### config.mk
export PLATFORM = sky130hd
export DESIGN_NAME = mem_arbiter_flat
export DESIGN_NICKNAME = d
export VERILOG_FILES = /design/src/rtl/mem_arb_pkg.sv /design/src/rtl/mem_arbiter_if.sv /design/src/rtl/mem_arb_perf.sv /design/src/rtl/mem_arbiter.sv /design/src/flat_wrapper.sv
export SDC_FILE = /design/constraint.sdc
export NUM_CORES = 1
export LEC_CHECK = 0
export CAP_MARGIN = 5
export CORE_UTILIZATION = 38
export DETAILED_ROUTE_END_ITERATION = 12
export GPL_TIMING_DRIVEN = 0
export PLACE_DENSITY_LB_ADDON = 0.05
export SLEW_MARGIN = 10
export SYNTH_ARGS = -nofsm -noshare
export SYNTH_HDL_FRONTEND = slang
export SYNTH_HIERARCHICAL = 1
export SYNTH_SLANG_ARGS = --single-unit
### constraint.sdc
create_clock -name clk -period 2 [get_ports clk]
set_input_delay 0.4 -clock clk [delete_from_list [all_inputs] [get_ports clk]]
set_output_delay 0.4 -clock clk [all_outputs]
set_load 0.05 [all_outputs]
### src/rtl/mem_arb_pkg.sv
// Shared types and constants for the mem_arbiter slice.
package mem_arb_pkg;

  // Data width of the unified memory (four byte lanes)
  localparam int DATA_W = 32;

  // All byte lanes enabled (used for every fetch)
  localparam logic [3:0] BE_FULL = 4'hF;

  // Sequencer states
  typedef enum logic {
    IDLE = 1'b0,
    WAIT = 1'b1
  } state_e;

  // Requester that owns the access in flight
  typedef enum logic {
    OWN_IF = 1'b0,
    OWN_D  = 1'b1
  } owner_e;

  // Saturating 32-bit increment used by the performance counters
  function automatic logic [31:0] sat_inc32(input logic [31:0] value, input logic en);
    logic [31:0] result;
    if (en && (value != 32'hFFFF_FFFF)) begin
      result = value + 32'd1;
    end else begin
      result = value;
    end
    return result;
  endfunction

endpackage

### src/rtl/mem_arbiter_if.sv
// Requester and memory-side handshake bundle for mem_arbiter.
// slave = arbiter view, master = core/memory environment view.
interface mem_arbiter_if #(
  parameter int ADDR_W = 12,
  parameter int DATA_W = mem_arb_pkg::DATA_W
);

  logic              if_req;
  logic [ADDR_W-1:0] if_addr;
  logic              if_gnt;
  logic              if_rvalid;
  logic [DATA_W-1:0] if_rdata;

  logic              d_req;
  logic              d_we;
  logic [3:0]        d_be;
  logic [ADDR_W-1:0] d_addr;
  logic [DATA_W-1:0] d_wdata;
  logic              d_gnt;
  logic              d_rvalid;
  logic [DATA_W-1:0] d_rdata;

  logic              mem_en;
  logic              mem_we;
  logic [3:0]        mem_be;
  logic [ADDR_W-1:0] mem_addr;
  logic [DATA_W-1:0] mem_wdata;
  logic [DATA_W-1:0] mem_rdata;

  modport slave (
    input  if_req, if_addr, d_req, d_we, d_be, d_addr, d_wdata, mem_rdata,
    output if_gnt, if_rvalid, if_rdata, d_gnt, d_rvalid, d_rdata,
           mem_en, mem_we, mem_be, mem_addr, mem_wdata
  );

  modport master (
    output if_req, if_addr, d_req, d_we, d_be, d_addr, d_wdata, mem_rdata,
    input  if_gnt, if_rvalid, if_rdata, d_gnt, d_rvalid, d_rdata,
           mem_en, mem_we, mem_be, mem_addr, mem_wdata
  );

endinterface

### src/rtl/mem_arb_perf.sv
// Saturating performance counter bank for mem_arbiter.
// Only instantiated when MEM_ARB_PERF_EN is defined.
module mem_arb_perf
  import mem_arb_pkg::*;
(
  input  logic        clk,
  input  logic        rst_n,
  input  logic        if_gnt,
  input  logic        d_gnt,
  input  logic        stall,
  output logic [31:0] perf_if_gnt,
  output logic [31:0] perf_d_gnt,
  output logic [31:0] perf_stall
);

  logic [31:0] if_cnt_q, if_cnt_d;
  logic [31:0] d_cnt_q, d_cnt_d;
  logic [31:0] stall_cnt_q, stall_cnt_d;

  // Next counter values, each saturating at all-ones
  always_comb begin
    if_cnt_d    = sat_inc32(if_cnt_q, if_gnt);
    d_cnt_d     = sat_inc32(d_cnt_q, d_gnt);
    stall_cnt_d = sat_inc32(stall_cnt_q, stall);
  end

  // Counter registers
  always_ff @(posedge clk or negedge rst_n) begin
    if (!rst_n) begin
      if_cnt_q    <= 32'd0;
      d_cnt_q     <= 32'd0;
      stall_cnt_q <= 32'd0;
    end else begin
      if_cnt_q    <= if_cnt_d;
      d_cnt_q     <= d_cnt_d;
      stall_cnt_q <= stall_cnt_d;
    end
  end

  assign perf_if_gnt = if_cnt_q;
  assign perf_d_gnt  = d_cnt_q;
  assign perf_stall  = stall_cnt_q;

endmodule

### src/rtl/mem_arbiter.sv
// Single-port memory arbiter/sequencer: shares one word memory between
// instruction fetch and load/store. Data has priority; fetch is forced to
// win after STARVE_MAX consecutive losses. Grants are combinational in IDLE,
// read data returns MEM_LAT+1 cycles after the grant.
// Optional: define MEM_ARB_PERF_EN to add saturating perf counter ports.
module mem_arbiter
  import mem_arb_pkg::*;
#(
  parameter int ADDR_W     = 12,
  parameter int MEM_LAT    = 1,
  parameter int STARVE_MAX = 3
) (
  input  logic        clk,
  input  logic        rst_n,
  mem_arbiter_if.slave bus,
  output logic        busy
`ifdef MEM_ARB_PERF_EN
  ,
  output logic [31:0] perf_if_gnt,
  output logic [31:0] perf_d_gnt,
  output logic [31:0] perf_stall
`endif
);

  localparam logic [2:0] LAT_INIT   = 3'(MEM_LAT);
  localparam logic [3:0] STARVE_LIM = 4'(STARVE_MAX);

  state_e            state_q, state_d;
  owner_e            owner_q, owner_d;
  logic [2:0]        cnt_q, cnt_d;
  logic [3:0]        starve_q, starve_d;
  logic              if_rvalid_q, if_rvalid_d;
  logic              d_rvalid_q, d_rvalid_d;
  logic [DATA_W-1:0] if_rdata_q, if_rdata_d;
  logic [DATA_W-1:0] d_rdata_q, d_rdata_d;
  logic              mem_we_q, mem_we_d;
  logic [3:0]        mem_be_q, mem_be_d;
  logic [ADDR_W-1:0] mem_addr_q, mem_addr_d;
  logic [DATA_W-1:0] mem_wdata_q, mem_wdata_d;
  logic              if_gnt_s, d_gnt_s, mem_en_s;

  // Arbitration, sequencing and response capture
  always_comb begin
    state_d     = state_q;
    owner_d     = owner_q;
    cnt_d       = cnt_q;
    starve_d    = starve_q;
    if_rvalid_d = 1'b0;
    d_rvalid_d  = 1'b0;
    if_rdata_d  = if_rdata_q;
    d_rdata_d   = d_rdata_q;
    mem_we_d    = mem_we_q;
    mem_be_d    = mem_be_q;
    mem_addr_d  = mem_addr_q;
    mem_wdata_d = mem_wdata_q;
    if_gnt_s    = 1'b0;
    d_gnt_s     = 1'b0;
    mem_en_s    = 1'b0;
    case (state_q)
      IDLE: begin
        if (bus.d_req && !(bus.if_req && (starve_q == STARVE_LIM))) begin
          // Data wins; a waiting fetch loses one more round
          d_gnt_s     = 1'b1;
          mem_en_s    = 1'b1;
          owner_d     = OWN_D;
          mem_we_d    = bus.d_we;
          mem_be_d    = bus.d_be;
          mem_addr_d  = bus.d_addr;
          mem_wdata_d = bus.d_wdata;
          cnt_d       = LAT_INIT;
          state_d     = WAIT;
          if (bus.if_req) begin
            if (starve_q != STARVE_LIM) begin
              starve_d = starve_q + 4'd1;
            end else begin
              starve_d = starve_q;
            end
          end else begin
            starve_d = 4'd0;
          end
        end else if (bus.if_req) begin
          // Fetch wins, either uncontended or by starvation override
          if_gnt_s    = 1'b1;
          mem_en_s    = 1'b1;
          owner_d     = OWN_IF;
          mem_we_d    = 1'b0;
          mem_be_d    = BE_FULL;
          mem_addr_d  = bus.if_addr;
          cnt_d       = LAT_INIT;
          state_d     = WAIT;
          starve_d    = 4'd0;
        end else begin
          starve_d = 4'd0;
        end
      end
      WAIT: begin
        cnt_d = cnt_q - 3'd1;
        if (cnt_q == 3'd1) begin
          state_d = IDLE;
          if (owner_q == OWN_IF) begin
            if_rvalid_d = 1'b1;
            if_rdata_d  = bus.mem_rdata;
          end else begin
            // Stores get a completion pulse but keep the old load data
            d_rvalid_d = 1'b1;
            if (!mem_we_q) begin
              d_rdata_d = bus.mem_rdata;
            end else begin
              d_rdata_d = d_rdata_q;
            end
          end
        end else begin
          state_d = WAIT;
        end
      end
      default: begin
        state_d = IDLE;
      end
    endcase
  end

  // State and datapath registers
  always_ff @(posedge clk or negedge rst_n) begin
    if (!rst_n) begin
      state_q     <= IDLE;
      owner_q     <= OWN_IF;
      cnt_q       <= 3'd0;
      starve_q    <= 4'd0;
      if_rvalid_q <= 1'b0;
      d_rvalid_q  <= 1'b0;
      if_rdata_q  <= '0;
      d_rdata_q   <= '0;
      mem_we_q    <= 1'b0;
      mem_be_q    <= 4'h0;
      mem_addr_q  <= '0;
      mem_wdata_q <= '0;
    end else begin
      state_q     <= state_d;
      owner_q     <= owner_d;
      cnt_q       <= cnt_d;
      starve_q    <= starve_d;
      if_rvalid_q <= if_rvalid_d;
      d_rvalid_q  <= d_rvalid_d;
      if_rdata_q  <= if_rdata_d;
      d_rdata_q   <= d_rdata_d;
      mem_we_q    <= mem_we_d;
      mem_be_q    <= mem_be_d;
      mem_addr_q  <= mem_addr_d;
      mem_wdata_q <= mem_wdata_d;
    end
  end

  // Grant/strobe and the mem bus reflect the winner in the grant cycle and
  // hold the previous access otherwise.
  assign bus.if_gnt    = if_gnt_s;
  assign bus.d_gnt     = d_gnt_s;
  assign bus.mem_en    = mem_en_s;
  assign bus.mem_we    = mem_we_d;
  assign bus.mem_be    = mem_be_d;
  assign bus.mem_addr  = mem_addr_d;
  assign bus.mem_wdata = mem_wdata_d;
  assign bus.if_rvalid = if_rvalid_q;
  assign bus.if_rdata  = if_rdata_q;
  assign bus.d_rvalid  = d_rvalid_q;
  assign bus.d_rdata   = d_rdata_q;
  assign busy          = (state_q == WAIT);

`ifdef MEM_ARB_PERF_EN
  logic stall_s;
  assign stall_s = (bus.if_req | bus.d_req) & ~(if_gnt_s | d_gnt_s);

  mem_arb_perf u_perf (
    .clk         (clk),
    .rst_n       (rst_n),
    .if_gnt      (if_gnt_s),
    .d_gnt       (d_gnt_s),
    .stall       (stall_s),
    .perf_if_gnt (perf_if_gnt),
    .perf_d_gnt  (perf_d_gnt),
    .perf_stall  (perf_stall)
  );
`endif

endmodule

### src/flat_wrapper.sv
// flat-port wrapper written by rule: the top's interface ports become plain ports
module mem_arbiter_flat import mem_arb_pkg::*;
#(
  parameter int ADDR_W     = 12,
  parameter int MEM_LAT    = 1,
  parameter int STARVE_MAX = 3
)
  (clk, rst_n, busy, bus_if_req, bus_if_addr, bus_d_req, bus_d_we, bus_d_be, bus_d_addr, bus_d_wdata, bus_mem_rdata, bus_if_gnt, bus_if_rvalid, bus_if_rdata, bus_d_gnt, bus_d_rvalid, bus_d_rdata, bus_mem_en, bus_mem_we, bus_mem_be, bus_mem_addr, bus_mem_wdata);
  mem_arbiter_if #(.ADDR_W(ADDR_W), .DATA_W(32)) bus_i ();
  input  logic clk;
  input  logic rst_n;
  output logic busy;
  input wire logic [$bits(bus_i.if_req)-1:0] bus_if_req;
  input wire logic [$bits(bus_i.if_addr)-1:0] bus_if_addr;
  input wire logic [$bits(bus_i.d_req)-1:0] bus_d_req;
  input wire logic [$bits(bus_i.d_we)-1:0] bus_d_we;
  input wire logic [$bits(bus_i.d_be)-1:0] bus_d_be;
  input wire logic [$bits(bus_i.d_addr)-1:0] bus_d_addr;
  input wire logic [$bits(bus_i.d_wdata)-1:0] bus_d_wdata;
  input wire logic [$bits(bus_i.mem_rdata)-1:0] bus_mem_rdata;
  output wire logic [$bits(bus_i.if_gnt)-1:0] bus_if_gnt;
  output wire logic [$bits(bus_i.if_rvalid)-1:0] bus_if_rvalid;
  output wire logic [$bits(bus_i.if_rdata)-1:0] bus_if_rdata;
  output wire logic [$bits(bus_i.d_gnt)-1:0] bus_d_gnt;
  output wire logic [$bits(bus_i.d_rvalid)-1:0] bus_d_rvalid;
  output wire logic [$bits(bus_i.d_rdata)-1:0] bus_d_rdata;
  output wire logic [$bits(bus_i.mem_en)-1:0] bus_mem_en;
  output wire logic [$bits(bus_i.mem_we)-1:0] bus_mem_we;
  output wire logic [$bits(bus_i.mem_be)-1:0] bus_mem_be;
  output wire logic [$bits(bus_i.mem_addr)-1:0] bus_mem_addr;
  output wire logic [$bits(bus_i.mem_wdata)-1:0] bus_mem_wdata;
  assign bus_i.if_req = bus_if_req;
  assign bus_i.if_addr = bus_if_addr;
  assign bus_i.d_req = bus_d_req;
  assign bus_i.d_we = bus_d_we;
  assign bus_i.d_be = bus_d_be;
  assign bus_i.d_addr = bus_d_addr;
  assign bus_i.d_wdata = bus_d_wdata;
  assign bus_i.mem_rdata = bus_mem_rdata;
  assign bus_if_gnt = bus_i.if_gnt;
  assign bus_if_rvalid = bus_i.if_rvalid;
  assign bus_if_rdata = bus_i.if_rdata;
  assign bus_d_gnt = bus_i.d_gnt;
  assign bus_d_rvalid = bus_i.d_rvalid;
  assign bus_d_rdata = bus_i.d_rdata;
  assign bus_mem_en = bus_i.mem_en;
  assign bus_mem_we = bus_i.mem_we;
  assign bus_mem_be = bus_i.mem_be;
  assign bus_mem_addr = bus_i.mem_addr;
  assign bus_mem_wdata = bus_i.mem_wdata;
  mem_arbiter #(.ADDR_W(ADDR_W), .MEM_LAT(MEM_LAT), .STARVE_MAX(STARVE_MAX)) u_core (.clk(clk), .rst_n(rst_n), .bus(bus_i), .busy(busy));
endmodule
==> run_results.csv <==
group,metric,value,unit
status,status,"complete, but fails checks",
status,violations,"negative setup slack",
critical_path,cp_max_fo,10,
synth,synthCells,314,
synth,netlist_area,4830,µm²
clock_network,clock-sinks,124,
timing,finalSetupViolCount,54,
clock_network,numCtsBuffers,17,
grt,grt_pass1_wl,19.8,mm
grt,track_usage,20.0,%
synth,ys_seq_elements,124,
synth,synthTopCellsByCount,"124 x dfrtp_1, 95 x mux2_2, 14 x nand2b_1",
synth,synth.largest_area_cell,"dfrtp_1",
finish,drive_gt1_share,43.2,%
place,numPortBuffers,214,
pwr,combPwrFrac,60.0,%
timing,layout_setup_ws,-674,ps
clock_network,clock_latency,420,ps
pwr,p_leak,4.23,nW
floorplanning,die_area,13200,µm²
pwr,net-switching-power,8.08,mW
floorplanning,ios,216,
routing,dr.pass1.iters,4,
pwr,seqPwrFrac,23.2,%
timing,whs,365,ps
timing,max_slew.worst_pin.slew,569,ps
floorplanning,chipWidth,115,µm
routing,drt-wirelength-per-cell,17.2,µm
synth,syn_area_per_cell,15.4,µm²
pwr,pwr-share-clk,16.8,%
routing,vias_per_cell,4.80,
finish,area_delta_synth_final,83.4,%
pwr,powerDensity,2080,nW/µm²
clock_network,root_buffer,"clkbuf_16",
routing,wl,13.1,mm
timing,timing.fmax,374,MHz
routing,via_count,3672,
place,dp_hpwl,8.61,mm
grt,antenna_found_initial,0,
timing,skew,8.43,ps
critical_path,path_class,"reg2out",
synth,synth_flop_cell,"dfrtp_1",
timing,relSlewSlack,62.0,%
clock_network,clock_path_buffers,2,
finish,nNetsFinal,684,
timing,layout_min_cycle_time,2670,ps
clock_network,cts_tree,"yes",
critical_path,arrival,2270,ps
timing,slew_viol_final,0,
synth,synth.net_count,414,
clock_network,cts_max_level,4,
floorplanning,rows,40,
synth,yosysMostFrequentCell,"dfrtp_1",
timing,hold_viol,0,
synth,ys_types,30,
synth,synthTopCellsByArea,"dfrtp_1 64%, mux2_2 22%, nand2b_1 1.8%",
place,routabilityCongestion,0.744,
timing,fin_crit_sh,134,%
critical_path,start_kind,"flip-flop",
synth,postSynth.asyncResetShare,100,%
critical_path,cp-end-kind,"output port",
floorplanning,die_h,115,µm
floorplanning,initial_core_util,39.5,%
clock_network,clk_pin_slew,50,ps
worst_hold_path,hold_class,"in2reg",
routing,antenna_left,0,
grt,grt-ovfl-total,0,
floorplanning,coreArea,12200,µm²
pwr,ir_worst_vdd,1280,µV
routing,drt-initial-drc-count,150,
routing,drc,0,
synth,synth_edf_count,0,
finish,diodes,0,
synth,yosysTopAreaCellShare,64.3,%
critical_path,required,1600,ps
timing,rsz0062_at_grt,"true",
timing,fin_tns_setup,-30510,ps
pwr,p_int,10.3,mW
pwr,sw_frac_of_total,44.0,%
synth,ys_warn_count,6,
grt,grt_max_degree,66,
grt,grt_pass1_vias,4010,
finish,n_fill_cell,855,
synth,ys_seq_area_share,64.3,%
run,cap_violations,0,
cell families (layout without fill, tap and decap cells):
kind of cell / count (synthesis) / after routing / synth area share, %
DFF: 124 / 124 / 64.3
muxes: 97 / 97 / 22.6
and+or+nand+nor: 37 / 37 / 4.64
AOI/OAI and AO/OA: 26 / 26 / 4.92
buffers and inverters: 25 / 308 / 2.44
adders and majority gates: 3 / 3 / 0.777
xor gates and xnor gates: 2 / 2 / 0.363
layout make-up:
cell class / count / area (µm²) / area share [%]
timing repair buffer: 253 / 2830 / 31.9
multi-input combinational: 165 / 1930 / 21.8
tap: 168 / 210 / 2.37
clock inverter: 12 / 145 / 1.64
clock buffer: 20 / 457 / 5.16
inverter: 7 / 33.8 / 0.381
buffer: 16 / 150 / 1.70
sequential: 124 / 3100 / 35.0
cells in the final DEF, fill, tap and decap left out, types with 2 or more instances in the layout:
cell and count:
inv_1 5, dfrtp_1 123, buf_8 36, clkbuf_2 2
bufinv_16 3, dlygate4sd2_1 15, mux2_2 63, clkdlybuf4s50_1 117
nand2b_1 14, nand3_1 6, o21ai_0 5, ha_1 2
clkbuf_8 3, clkinvlp_4 6, clkbuf_16 17, buf_6 32
clkbuf_1 2, buf_4 26, nand3_4 3, mux2_4 32
o221a_4 10, a32o_1 3, nand2_1 4, dlymetal6s2s_1 29
clkinv_2 5, buf_16 2, buf_12 6, o221a_2 2
flip-flops by register name (all words and copies together) (netlist names):
signal and cells:
u_core/bus.d_rdata 32, u_core/bus.d_rvalid 1, u_core/bus.if_rdata 32, u_core/bus.if_rvalid 1, u_core/busy 1, u_core/cnt_q 3
u_core/mem_addr_q 12, u_core/mem_be_q 4, u_core/mem_wdata_q 32, u_core/mem_we_q 1, u_core/owner_q 1, u_core/starve_q 4
critical path, stage by stage (launching register included):
cell and delay (ps):
dfrtp_1 400, ha_4 160, or3b_1 350, a211o_1 280, buf_6 150, buf_12 140, o221a_4 230, buf_8 150
through the flow:
stage	area (µm²)	setup WS [ps]	cells	total power [mW]	util (%)
finish	8860	-674	765	18.4	72.5
global route	8860	-720	765	19.2	72.5
CTS	8600	-689	755	18.3	70.4
detailed placement	7380	-1310	697	14.2	60.4
global placement	7350	-4750	696	14.1	60.2
floorplan	5000	-128	314	11.0	-
final timing paths:
check,start,to,slack (ps),depth (start not counted)
worst min-delay path,bus_if_req,u_core/cnt_q[1]$_DFFE_PN0P_,360,2
min in group asynchronous,rst_n,u_core/bus.if_rdata[8]$_DFFE_PN0P_,540,2
worst max-delay path,u_core/starve_q[1]$_DFFE_PN0P_,bus_mem_addr[10],-670,7
worst min register to register,u_core/bus.d_rdata[6]$_DFFE_PN0P_,u_core/bus.d_rdata[6]$_DFFE_PN0P_,480,1
max in group asynchronous,rst_n,u_core/mem_wdata_q[24]$_DFF_PN0_,730,3
worst max register to register,u_core/starve_q[1]$_DFFE_PN0P_,u_core/starve_q[1]$_DFFE_PN0P_,-60,11
layer usage:
metal	up-vias	GRT usage [%]	part of all wire (%)	wire (µm)
met5	-	0	0	0
met4	0	10.6	3.0	398
met3	33	7.73	8.3	1090
li1	1666	-	-	-
met1	1813	22.4	39	5060
met2	160	33.1	50	6580
power groups by stage:
stage                     Combinational [mW]  Clock, mW  Sequential [mW]
after global routing                    11.5       3.26             4.41
final                                   11.0       3.09             4.27
after floorplan                         4.37          0             6.62
after global placement                  9.82          0             4.26
after CTS                               10.8       3.15             4.29
after detailed placement                9.91          0             4.32
what timing repair did:
| item | 4_1_cts | 5_1_grt |
|---|---|---|
| resized for setup | 453 | 66 |
| endpoints found under the hold margin | 59 | 0 |
| pin swaps | 6 | 3 |
| cloned | 3 | 0 |
| buffers inserted | 22 | 15 |
| hold buffers | 1 | 0 |
| setup endpoints to repair | 125 | 130 |
(Power assumes the default switching activity.)
